==> config.mk <==
export PLATFORM = sky130hd
export DESIGN_NAME = min_share_arb_flat
export DESIGN_NICKNAME = d
export VERILOG_FILES = /design/src/rtl/min_share_arb_pkg.sv /design/src/rtl/min_share_arb_if.sv /design/src/rtl/min_share_arb_min2_reg.sv /design/src/rtl/min_share_arb.sv /design/src/flat_wrapper.sv
export SDC_FILE = /design/constraint.sdc
export NUM_CORES = 1
export LEC_CHECK = 0
export BUFFER_PORTS_ARGS = -buffer_cell sky130_fd_sc_hd__buf_2
export CAP_MARGIN = 20
export CORE_MARGIN = 2
export CORE_UTILIZATION = 47
export DETAILED_ROUTE_END_ITERATION = 6
export PLACE_DENSITY = 0.78
export SYNTH_ARGS = -nofsm -noshare
export SYNTH_HDL_FRONTEND = slang
export SYNTH_SLANG_ARGS = --single-unit
==> constraint.sdc <==
create_clock -name clk -period 4.8 [get_ports clk]
set_input_delay 1.44 -clock clk [delete_from_list [all_inputs] [get_ports clk]]
set_output_delay 1.44 -clock clk [all_outputs]
set_load 0.05 [all_outputs]
==> src/rtl/min_share_arb_pkg.sv <==
// Shared types and helpers for the min_share_arb arbiter and its registered min unit.
package min_share_arb_pkg;

  localparam int unsigned NREQ_MAX  = 8;
  localparam int unsigned IDX_W     = $clog2(NREQ_MAX);
  localparam int unsigned MIN_W_MAX = 64;

  // Next round-robin index after p, wrapping at n.
  function automatic logic [IDX_W-1:0] rr_next(input logic [IDX_W-1:0] p,
                                               input int unsigned n);
    if (32'(p) + 32'd1 >= n) return '0;
    return p + IDX_W'(1);
  endfunction

  // Unsigned minimum; on a tie operand a is returned.
  function automatic logic [MIN_W_MAX-1:0] min_sel(input logic [MIN_W_MAX-1:0] a,
                                                   input logic [MIN_W_MAX-1:0] b);
    return (a > b) ? b : a;
  endfunction

endpackage

==> src/rtl/min_share_arb_if.sv <==
// Requester/response bundle between the clients and min_share_arb.
interface min_share_arb_if #(
  parameter int unsigned NREQ  = 4,
  parameter int unsigned WIDTH = 8
);

  logic [NREQ-1:0]       req_valid;
  logic [NREQ-1:0]       req_ready;
  logic [NREQ*WIDTH-1:0] req_a;
  logic [NREQ*WIDTH-1:0] req_b;
  logic [NREQ-1:0]       rsp_valid;
  logic [WIDTH-1:0]      rsp_data;
  logic [NREQ-1:0]       rsp_ready;

  modport master (
    output req_valid, req_a, req_b, rsp_ready,
    input  req_ready, rsp_valid, rsp_data
  );

  modport slave (
    input  req_valid, req_a, req_b, rsp_ready,
    output req_ready, rsp_valid, rsp_data
  );

endinterface

==> src/rtl/min_share_arb_min2_reg.sv <==
// Registered unsigned two-input minimum with load enable.
module min_share_arb_min2_reg
  import min_share_arb_pkg::*;
#(
  parameter int unsigned WIDTH = 8
) (
  input  logic             clk,
  input  logic             rst_n,
  input  logic             en,
  input  logic [WIDTH-1:0] a,
  input  logic [WIDTH-1:0] b,
  output logic [WIDTH-1:0] y
);

  always_ff @(posedge clk or negedge rst_n) begin
    if (!rst_n) begin
      y <= '0;
    end else if (en) begin
      y <= WIDTH'(min_sel(MIN_W_MAX'(a), MIN_W_MAX'(b)));
    end
  end

endmodule

==> src/rtl/min_share_arb.sv <==
// Round-robin arbiter sharing one registered min unit among NREQ requesters,
// with a single output slot that may drain and refill in the same cycle.
module min_share_arb
  import min_share_arb_pkg::*;
#(
  parameter int unsigned NREQ  = 4,
  parameter int unsigned WIDTH = 8,
  parameter int unsigned CNT_W = 16
) (
  input  logic               clk,
  input  logic               rst_n,
  min_share_arb_if.slave     bus,
  output logic               busy,
  output logic [CNT_W-1:0]   op_count
);

  logic             out_valid;
  logic [IDX_W-1:0] owner;
  logic [IDX_W-1:0] ptr;
  logic             accept;
  logic             can_issue;
  logic             issue;
  logic             hit;
  logic [IDX_W-1:0] sel;
  logic [IDX_W-1:0] cand;
  logic [WIDTH-1:0] op_a;
  logic [WIDTH-1:0] op_b;
  logic [WIDTH-1:0] result;

  // Only the owner's rsp_ready can drain the slot.
  always_comb begin
    accept = 1'b0;
    for (int i = 0; i < int'(NREQ); i++) begin
      if (out_valid && owner == IDX_W'(i) && bus.rsp_ready[i]) accept = 1'b1;
    end
  end

  assign can_issue = !out_valid || accept;

  // First valid requester after the pointer, in round-robin order.
  always_comb begin
    hit  = 1'b0;
    sel  = '0;
    cand = ptr;
    for (int k = 0; k < int'(NREQ); k++) begin
      cand = rr_next(cand, NREQ);
      if (!hit && |(bus.req_valid & (NREQ'(1) << cand))) begin
        hit = 1'b1;
        sel = cand;
      end
    end
  end

  // Grant is suppressed while reset is asserted so req_ready reads zero.
  assign issue = rst_n && can_issue && hit;

  always_comb begin
    bus.req_ready = '0;
    bus.rsp_valid = '0;
    op_a          = '0;
    op_b          = '0;
    for (int i = 0; i < int'(NREQ); i++) begin
      if (issue && sel == IDX_W'(i)) bus.req_ready[i] = 1'b1;
      if (out_valid && owner == IDX_W'(i)) bus.rsp_valid[i] = 1'b1;
      if (sel == IDX_W'(i)) begin
        op_a = bus.req_a[i*WIDTH +: WIDTH];
        op_b = bus.req_b[i*WIDTH +: WIDTH];
      end
    end
  end

  min_share_arb_min2_reg #(.WIDTH(WIDTH)) u_min2_reg (
    .clk   (clk),
    .rst_n (rst_n),
    .en    (issue),
    .a     (op_a),
    .b     (op_b),
    .y     (result)
  );

  // Output slot, round-robin pointer and completed-operation counter.
  always_ff @(posedge clk or negedge rst_n) begin
    if (!rst_n) begin
      out_valid <= 1'b0;
      owner     <= '0;
      ptr       <= IDX_W'(NREQ - 1);
      op_count  <= '0;
    end else begin
      if (issue) begin
        out_valid <= 1'b1;
        owner     <= sel;
        ptr       <= sel;
      end else if (accept) begin
        out_valid <= 1'b0;
      end
      if (accept) op_count <= op_count + CNT_W'(1);
    end
  end

  assign bus.rsp_data = result;
  assign busy         = out_valid;

endmodule

==> src/flat_wrapper.sv <==
// flat-port wrapper written by rule: the top's interface ports become plain ports
module min_share_arb_flat import min_share_arb_pkg::*;
#(
  parameter int unsigned NREQ  = 4,
  parameter int unsigned WIDTH = 8,
  parameter int unsigned CNT_W = 16
)
  (clk, rst_n, busy, op_count, bus_req_valid, bus_req_a, bus_req_b, bus_rsp_ready, bus_req_ready, bus_rsp_valid, bus_rsp_data);
  min_share_arb_if #(.NREQ(NREQ), .WIDTH(WIDTH)) bus_i ();
  input  logic clk;
  input  logic rst_n;
  output logic busy;
  output logic [CNT_W-1:0] op_count;
  input wire logic [$bits(bus_i.req_valid)-1:0] bus_req_valid;
  input wire logic [$bits(bus_i.req_a)-1:0] bus_req_a;
  input wire logic [$bits(bus_i.req_b)-1:0] bus_req_b;
  input wire logic [$bits(bus_i.rsp_ready)-1:0] bus_rsp_ready;
  output wire logic [$bits(bus_i.req_ready)-1:0] bus_req_ready;
  output wire logic [$bits(bus_i.rsp_valid)-1:0] bus_rsp_valid;
  output wire logic [$bits(bus_i.rsp_data)-1:0] bus_rsp_data;
  assign bus_i.req_valid = bus_req_valid;
  assign bus_i.req_a = bus_req_a;
  assign bus_i.req_b = bus_req_b;
  assign bus_i.rsp_ready = bus_rsp_ready;
  assign bus_req_ready = bus_i.req_ready;
  assign bus_rsp_valid = bus_i.rsp_valid;
  assign bus_rsp_data = bus_i.rsp_data;
  min_share_arb #(.NREQ(NREQ), .WIDTH(WIDTH), .CNT_W(CNT_W)) u_core (.clk(clk), .rst_n(rst_n), .bus(bus_i), .busy(busy), .op_count(op_count));
endmodule
==> results of run 1 <==
[metrics by stage]
stage | utilization, % | setup WS, ps | instance area, um2
finish | 63.44 | 381.9 | 2957
global route | 63.44 | 240.4 | 2957
CTS | 63.44 | 376.5 | 2957
detailed placement | 61.02 | 212.4 | 2844
global placement | 61.02 | 356.5 | 2844
floorplan | - | 121.7 | 2232
[synthesized netlist by cell type (all sizes together), types with 3 or more instances]
master | count | area share [%]
and3 | 6 | 1.7
ha | 10 | 5.6
nand2 | 22 | 3.7
dfrtp | 28 | 31
nor2 | 11 | 2.2
o21ai | 10 | 2.4
mux4 | 6 | 6.7
o221ai | 5 | 2.2
mux2i | 25 | 11
xor2 | 4 | 1.6
nor3 | 4 | 0.90
mux2 | 11 | 5.5
inv | 14 | 2.4
nand2b | 4 | 1.1
clkbuf | 3 | 0.50
xnor2 | 11 | 4.3
nand3 | 8 | 1.8
nor2b | 3 | 0.84
a21boi | 3 | 1.0
buf | 4 | 1.7
[worst max-delay path: stages]
cell and delay, ps:
buf_2 140, a21boi_1 80, o31ai_1 230, a31oi_1 80, nor3_2 200, buf_12 240, nand2_1 140, nor2_1 140
buf_2 280
[cell usage in the layout (no fill, tap or decap), types with 2 or more instances in the layout]
| cell type | netlist | routed |
|---|---|---|
| ha_1 | 10 | 10 |
| o21ai_1 | 4 | 4 |
| o21ai_0 | 5 | 5 |
| nor3_1 | 4 | 3 |
| o21a_1 | 2 | 2 |
| mux2_2 | 11 | 11 |
| mux4_1 | 4 | 4 |
| mux2i_1 | 25 | 25 |
| o22ai_1 | 2 | 2 |
| mux4_2 | 2 | 2 |
| a21oi_1 | 2 | 2 |
| buf_2 | 0 | 106 |
| dfstp_2 | 2 | 2 |
| buf_4 | 2 | 5 |
| a21boi_0 | 2 | 2 |
| nand2_1 | 22 | 22 |
| nor2_1 | 10 | 10 |
| nand4_1 | 2 | 2 |
| nand2b_1 | 4 | 4 |
| nand3_1 | 8 | 8 |
| xnor2_1 | 11 | 11 |
| clkbuf_8 | 0 | 6 |
| dfrtp_1 | 28 | 28 |
| nor2b_1 | 3 | 3 |
| and4_1 | 2 | 2 |
| xor2_1 | 4 | 4 |
| inv_1 | 14 | 14 |
| o221ai_1 | 4 | 4 |
| and3_1 | 6 | 6 |
[logic make-up after synthesis]
kind of cell               synth area share [%]
and+or+nand+nor                           14.86
xor gates and xnor gates                  5.885
buffers and inverters                     4.540
DFF                                       33.74
muxes                                     23.49
adders and majority gates                 5.605
AOI/OAI and AO/OA                         11.88
[cell type report]
type / count / area, um2
clock inverters: 1 / 30.03
clock buffers: 6 / 82.58
well taps: 54 / 67.56
flip-flops and latches: 30 / 753.2
repair buffers: 112 / 588.1
inverters: 14 / 52.55
multi-input cells: 167 / 1383
fillers: 387 / 1704
[path summary, 6_finish.rpt]
kind	startpoint	end	slack, ps	cells after the start
worst max register to register	u_core.ptr[0]	u_core.u_min2_reg.y[3]	820	18
worst min-delay path	u_core.op_count[15]	u_core.op_count[15]	480	1
min in group asynchronous	rst_n	u_core.op_count[8]	1230	2
worst max-delay path	bus_req_valid[3]	bus_req_ready[1]	380	9
max in group asynchronous	rst_n	u_core.ptr[1]	3260	2
worst min register to register	u_core.op_count[15]	u_core.op_count[15]	480	1
[flip-flops by register name, summed over array words and instances (netlist names)]
name	count
u_core.ptr	3
u_core.busy	1
u_core.u_min2_reg.y	8
u_core.op_count	16
u_core.owner	2
[power breakdown]
group          switching [W]  total, W  internal, W
Clock              0.0000917  0.000258     0.000166
Combinational      0.0000672  0.000147    0.0000797
Sequential       0.000000583  0.000254     0.000253
[layer usage]
| layer | vias up | GRT usage (%) | share of wire [%] |
|---|---|---|---|
| met4 | 0 | 7.613 | 1.4 |
| met2 | 93 | 36.77 | 50 |
| met5 | - | 0 | 0 |
| li1 | 1023 | - | - |
| met1 | 1001 | 27.05 | 42 |
| met3 | 9 | 4.696 | 5.9 |
==> out/qor.txt, run 1 <==
Nets: 414
Synth Area per Inst: 10.24 um2
Global route overflow: 0
Num ports: 107
FMAX: 226.3 MHz
DIE WIDTH: 72.92 um
Post-synthesis register bit count: 30
Peak supply drop: 0.1635 mV
Final setup violation count: 0
Clk sinks: 30
Ys async rst share: 100.0%
Initial Util: 47.89%
Post-route total power: 0.0006584 W
Cell variety after synth: 47
Fin. Hold Viols: 0
Cell total after placement: 377
WP data required: 3360 ps
Total leakage power: 1.580 nW
Initial antenna violation count: 0
Final slew viol count: 0
P&R area growth vs syn: 32.46%
Die Y: 72.92 um
Antenna-violating nets left: 0
Syn nets: 302
Hold buffer count at CTS: 0
Power density cells: 222.7 nW/um2
Reg clk slew, reported paths: 60 ps
Post-Syn Area: 2232 um2
Post-synth EDFFs: 0
H-tree depth: 2
Final Non-Filler Cells: 384
CTS Buf Count: 5
Worst clock skew: 3.772 ps
Deepest clock path buffer count: 2
Status: complete, no violations
GP Congestion: 0.8352
Setup TNS: 0 ps
Layout cells sized above 1: 42.73%
Port buffer count: 106
CP Capture Type: output pin
Detailed placement HPWL: 4576 um
RSZ-0062 raised after global routing: false
Hold Slack: 479.3 ps
Vias in the first global route: 2,014
Final wirelength: 5587 um
Detailed router's first-iteration violation count: 101
Clock Latency Late Sink: 280 ps
Seq/Total Area, Yosys: 33.74%
Tot GR Track Use: 21.61%
Avg WL per Cell: 14.55 um
Ant. Diodes: 0
CTS tree: built
Synth Warn #: 0
Crit path time final: 4418 ps
Post-cts sizing count: 0
Critical path class: input pin to output pin
Critical path arrival: 2980 ps
Largest net degree at the start of global routing: 31
Period utilization: 92.04%
Crit Path Max Fanout: 28
Slew @ Worst Pin: 541.5 ps
First-pass DRT Iterations: 4
Via Count: 2,126
Vias per cell: 5.536
Max cap viols: 0
Relative slew slack: 63.90%
Die area: 5317 um2
First-pass GRT wire length: 8956 um
Post-CTS setup buffer count: 0
Clock root cell: clkbuf_8
Primary FF master, synth: dfrtp_1
Nature of the critical path startpoint: input pin
Gate Count Post-Synth: 218
Core area: 4661 um2
# DRC: 0
Worst Hold Class: flip-flop to flip-flop
Num rows: 25
Note: power is estimated with default switching activity, not from simulation.
==> inputs of run 2 (changes only) <==
Settings changed: CORE_UTILIZATION 47 to 45, PLACE_DENSITY 0.78 to 0.75.
==> out/qor.txt, run 2 (synthesis gave the netlist of run 1 again) <==
Status: complete, no violations (unchanged)
CTS Buf Count: 5 (unchanged)
Nature of the critical path startpoint: input pin (unchanged)
Relative slew slack: 65.55% (was 63.90%)
Critical path's slowest cell: buf_2 (unchanged)
RSZ-0062 raised after global routing: false (unchanged)
Placed inst area: 2860 um2 (was 2844 um2)
Layout Utilization: 62.45% (was 63.44%)
Tot GR Track Use: 19.61% (was 21.61%)
# DRC: 0 (unchanged)
WP data required: 3360 ps (about the same)
Critical path, cell by cell: buf_2, a21boi_1, o31ai_1, a31oi_1, nor3_2, buf_12, nand2_1, nor2_1, buf_2 (unchanged)
GP Congestion: 0.8573 (was 0.8352)
FMAX: 227.3 MHz (was 226.3 MHz)
Largest register by flop count: u_core.op_count (unchanged)
Slew @ Worst Pin: 516.7 ps (was 541.5 ps)
Deepest clock path buffer count: 2 (unchanged)
Crit Path Max Fanout: 28 (unchanged)
Fin. Hold Viols: 0 (unchanged)
Max cap viols: 0 (unchanged)
First-pass DRT Iterations: 4 (unchanged)
First-pass GRT wire length: 8307 um (was 8956 um)
Ant. Diodes: 0 (unchanged)
Critical path arrival: 2960 ps (was 2980 ps)
CP max stage delay: 270 ps (was 280 ps)
Reg clk slew, reported paths: 60 ps (about the same)
Final instance area: 2969 um2 (was 2957 um2)
Detailed placement HPWL: 4328 um (was 4576 um)
Critical path class: input pin to output pin (unchanged)
Via Count: 2,047 (was 2,126)
Hold buffer count at CTS: 0 (unchanged)
Dpl ws: 250.0 ps (was 212.4 ps)
Clock Latency Late Sink: 280 ps (about the same)
Clock root cell: clkbuf_8 (unchanged)
Die area: 5540 um2 (was 5317 um2)
Core area: 4755 um2 (was 4661 um2)
H-tree depth: 2 (unchanged)
Setup ws final: 400.7 ps (was 381.9 ps)
Avg WL per Cell: 13.36 um (was 14.55 um)
CP Capture Type: output pin (unchanged)
Setup TNS: 0 ps (unchanged)
Regs by FF count: u_core.op_count (16), u_core.u_min2_reg.y (8), u_core.ptr (3) (unchanged)
Final slew viol count: 0 (unchanged)
Port buffer count: 106 (unchanged)
Peak supply drop: 0.1128 mV (was 0.1635 mV)
Commonest cells after routing, fill and taps aside: buf_2, dfrtp_1, mux2i_1 (unchanged)
Worst clock skew: 7.680 ps (was 3.772 ps)
Period utilization: 91.65% (was 92.04%)
Final setup violation count: 0 (unchanged)
Layout cells sized above 1: 42.90% (was 42.73%)
Max reg flops: 16 (unchanged)
Worst Hold Class: flip-flop to flip-flop (unchanged)
Hold Slack: 466.8 ps (was 479.3 ps)
Vias per cell: 5.143 (was 5.536)
Crit path time final: 4399 ps (was 4418 ps)
DIE WIDTH: 74.43 um (was 72.92 um)
Nets: 414 (unchanged)
Num ports: 107 (unchanged)
P&R area growth vs syn: 33.02% (was 32.46%)
Most common cell after layout, fill and taps aside: buf_2 (unchanged)
Global route overflow: 0 (unchanged)
Total leakage power: 1.581 nW (was 1.580 nW)
Vias in the first global route: 1,918 (was 2,014)
Power density cells: 217.5 nW/um2 (was 222.7 nW/um2)
Num rows: 25 (unchanged)
Initial antenna violation count: 0 (unchanged)
Post-cts sizing count: 0 (unchanged)
Detailed router's first-iteration violation count: 65 (was 101)
CTS tree: built (unchanged)
Final wirelength: 5318 um (was 5587 um)
Antenna-violating nets left: 0 (unchanged)
Most used cell, CP: buf_2 (unchanged)
Die Y: 74.43 um (was 72.92 um)
Initial Util: 46.95% (was 47.89%)
Post-CTS setup buffer count: 0 (unchanged)
Largest net degree at the start of global routing: 31 (unchanged)
Clk sinks: 30 (unchanged)
run 2: cell types whose count changed in the layout (fill, tap and decap cells not counted):
cell and change:
clkinv_2 +2, clkbuf_8 -1
run 2: metal layers:
layer	global-route usage (%)	up-vias	part of all wire [%]
li1	-	1021	-
met5	0	-	0
met2	32.94	79	48
met3	6.369	2	7.4
met1	24.74	945	44
met4	4.365	0	0.39
run 2: final timing paths:
path                                     start                endpoint  slack, ps  cells after the start
setup / recovery              bus_req_valid[3]        bus_req_ready[1]        400                      9
hold / removal             u_core.op_count[15]     u_core.op_count[15]        470                      1
setup reg to reg                 u_core.ptr[0]  u_core.u_min2_reg.y[0]        860                     17
hold reg to reg            u_core.op_count[15]     u_core.op_count[15]        470                      1
max in group asynchronous                rst_n           u_core.ptr[1]       3280                      2
min in group asynchronous                rst_n      u_core.op_count[9]       1200                      2
run 2: area by class of cell:
type | count | area, um2
fillers | 405 | 1785
multi-input cells | 167 | 1383
flip-flops and latches | 30 | 753.2
repair buffers | 112 | 588.1
well taps | 67 | 83.83
clock buffers | 5 | 68.82
inverters | 14 | 52.55
clock inverters | 3 | 40.04
run 2: critical path, delay by kind of cell:
| family | cells | cell delay [ps] |
|---|---|---|
| buffers and inverters | 3 | 660 |
| AND/OR/NAND/NOR | 3 | 440 |
| AO/OA/AOI/OAI | 3 | 400 |
run 2: through the flow:
| step | cells | total power, W |
|---|---|---|
| after global placement | 390 | 0.0004008 |
| after detailed placement | 390 | 0.0004043 |
| after global routing | 398 | 0.0006836 |
| after CTS | 398 | 0.0006523 |
| final | 398 | 0.0006458 |
| after floorplan | 218 | 0.0003486 |
run 2: where the power goes:
group	switching [W]	total (W)	leakage (nW)	internal, W
clock network	0.0000947	0.000247	0.0579	0.000153
registers	0.000000500	0.000254	0.393	0.000253
logic	0.0000652	0.000145	1.13	0.0000795
total	0.000160	0.000646	1.58	0.000485
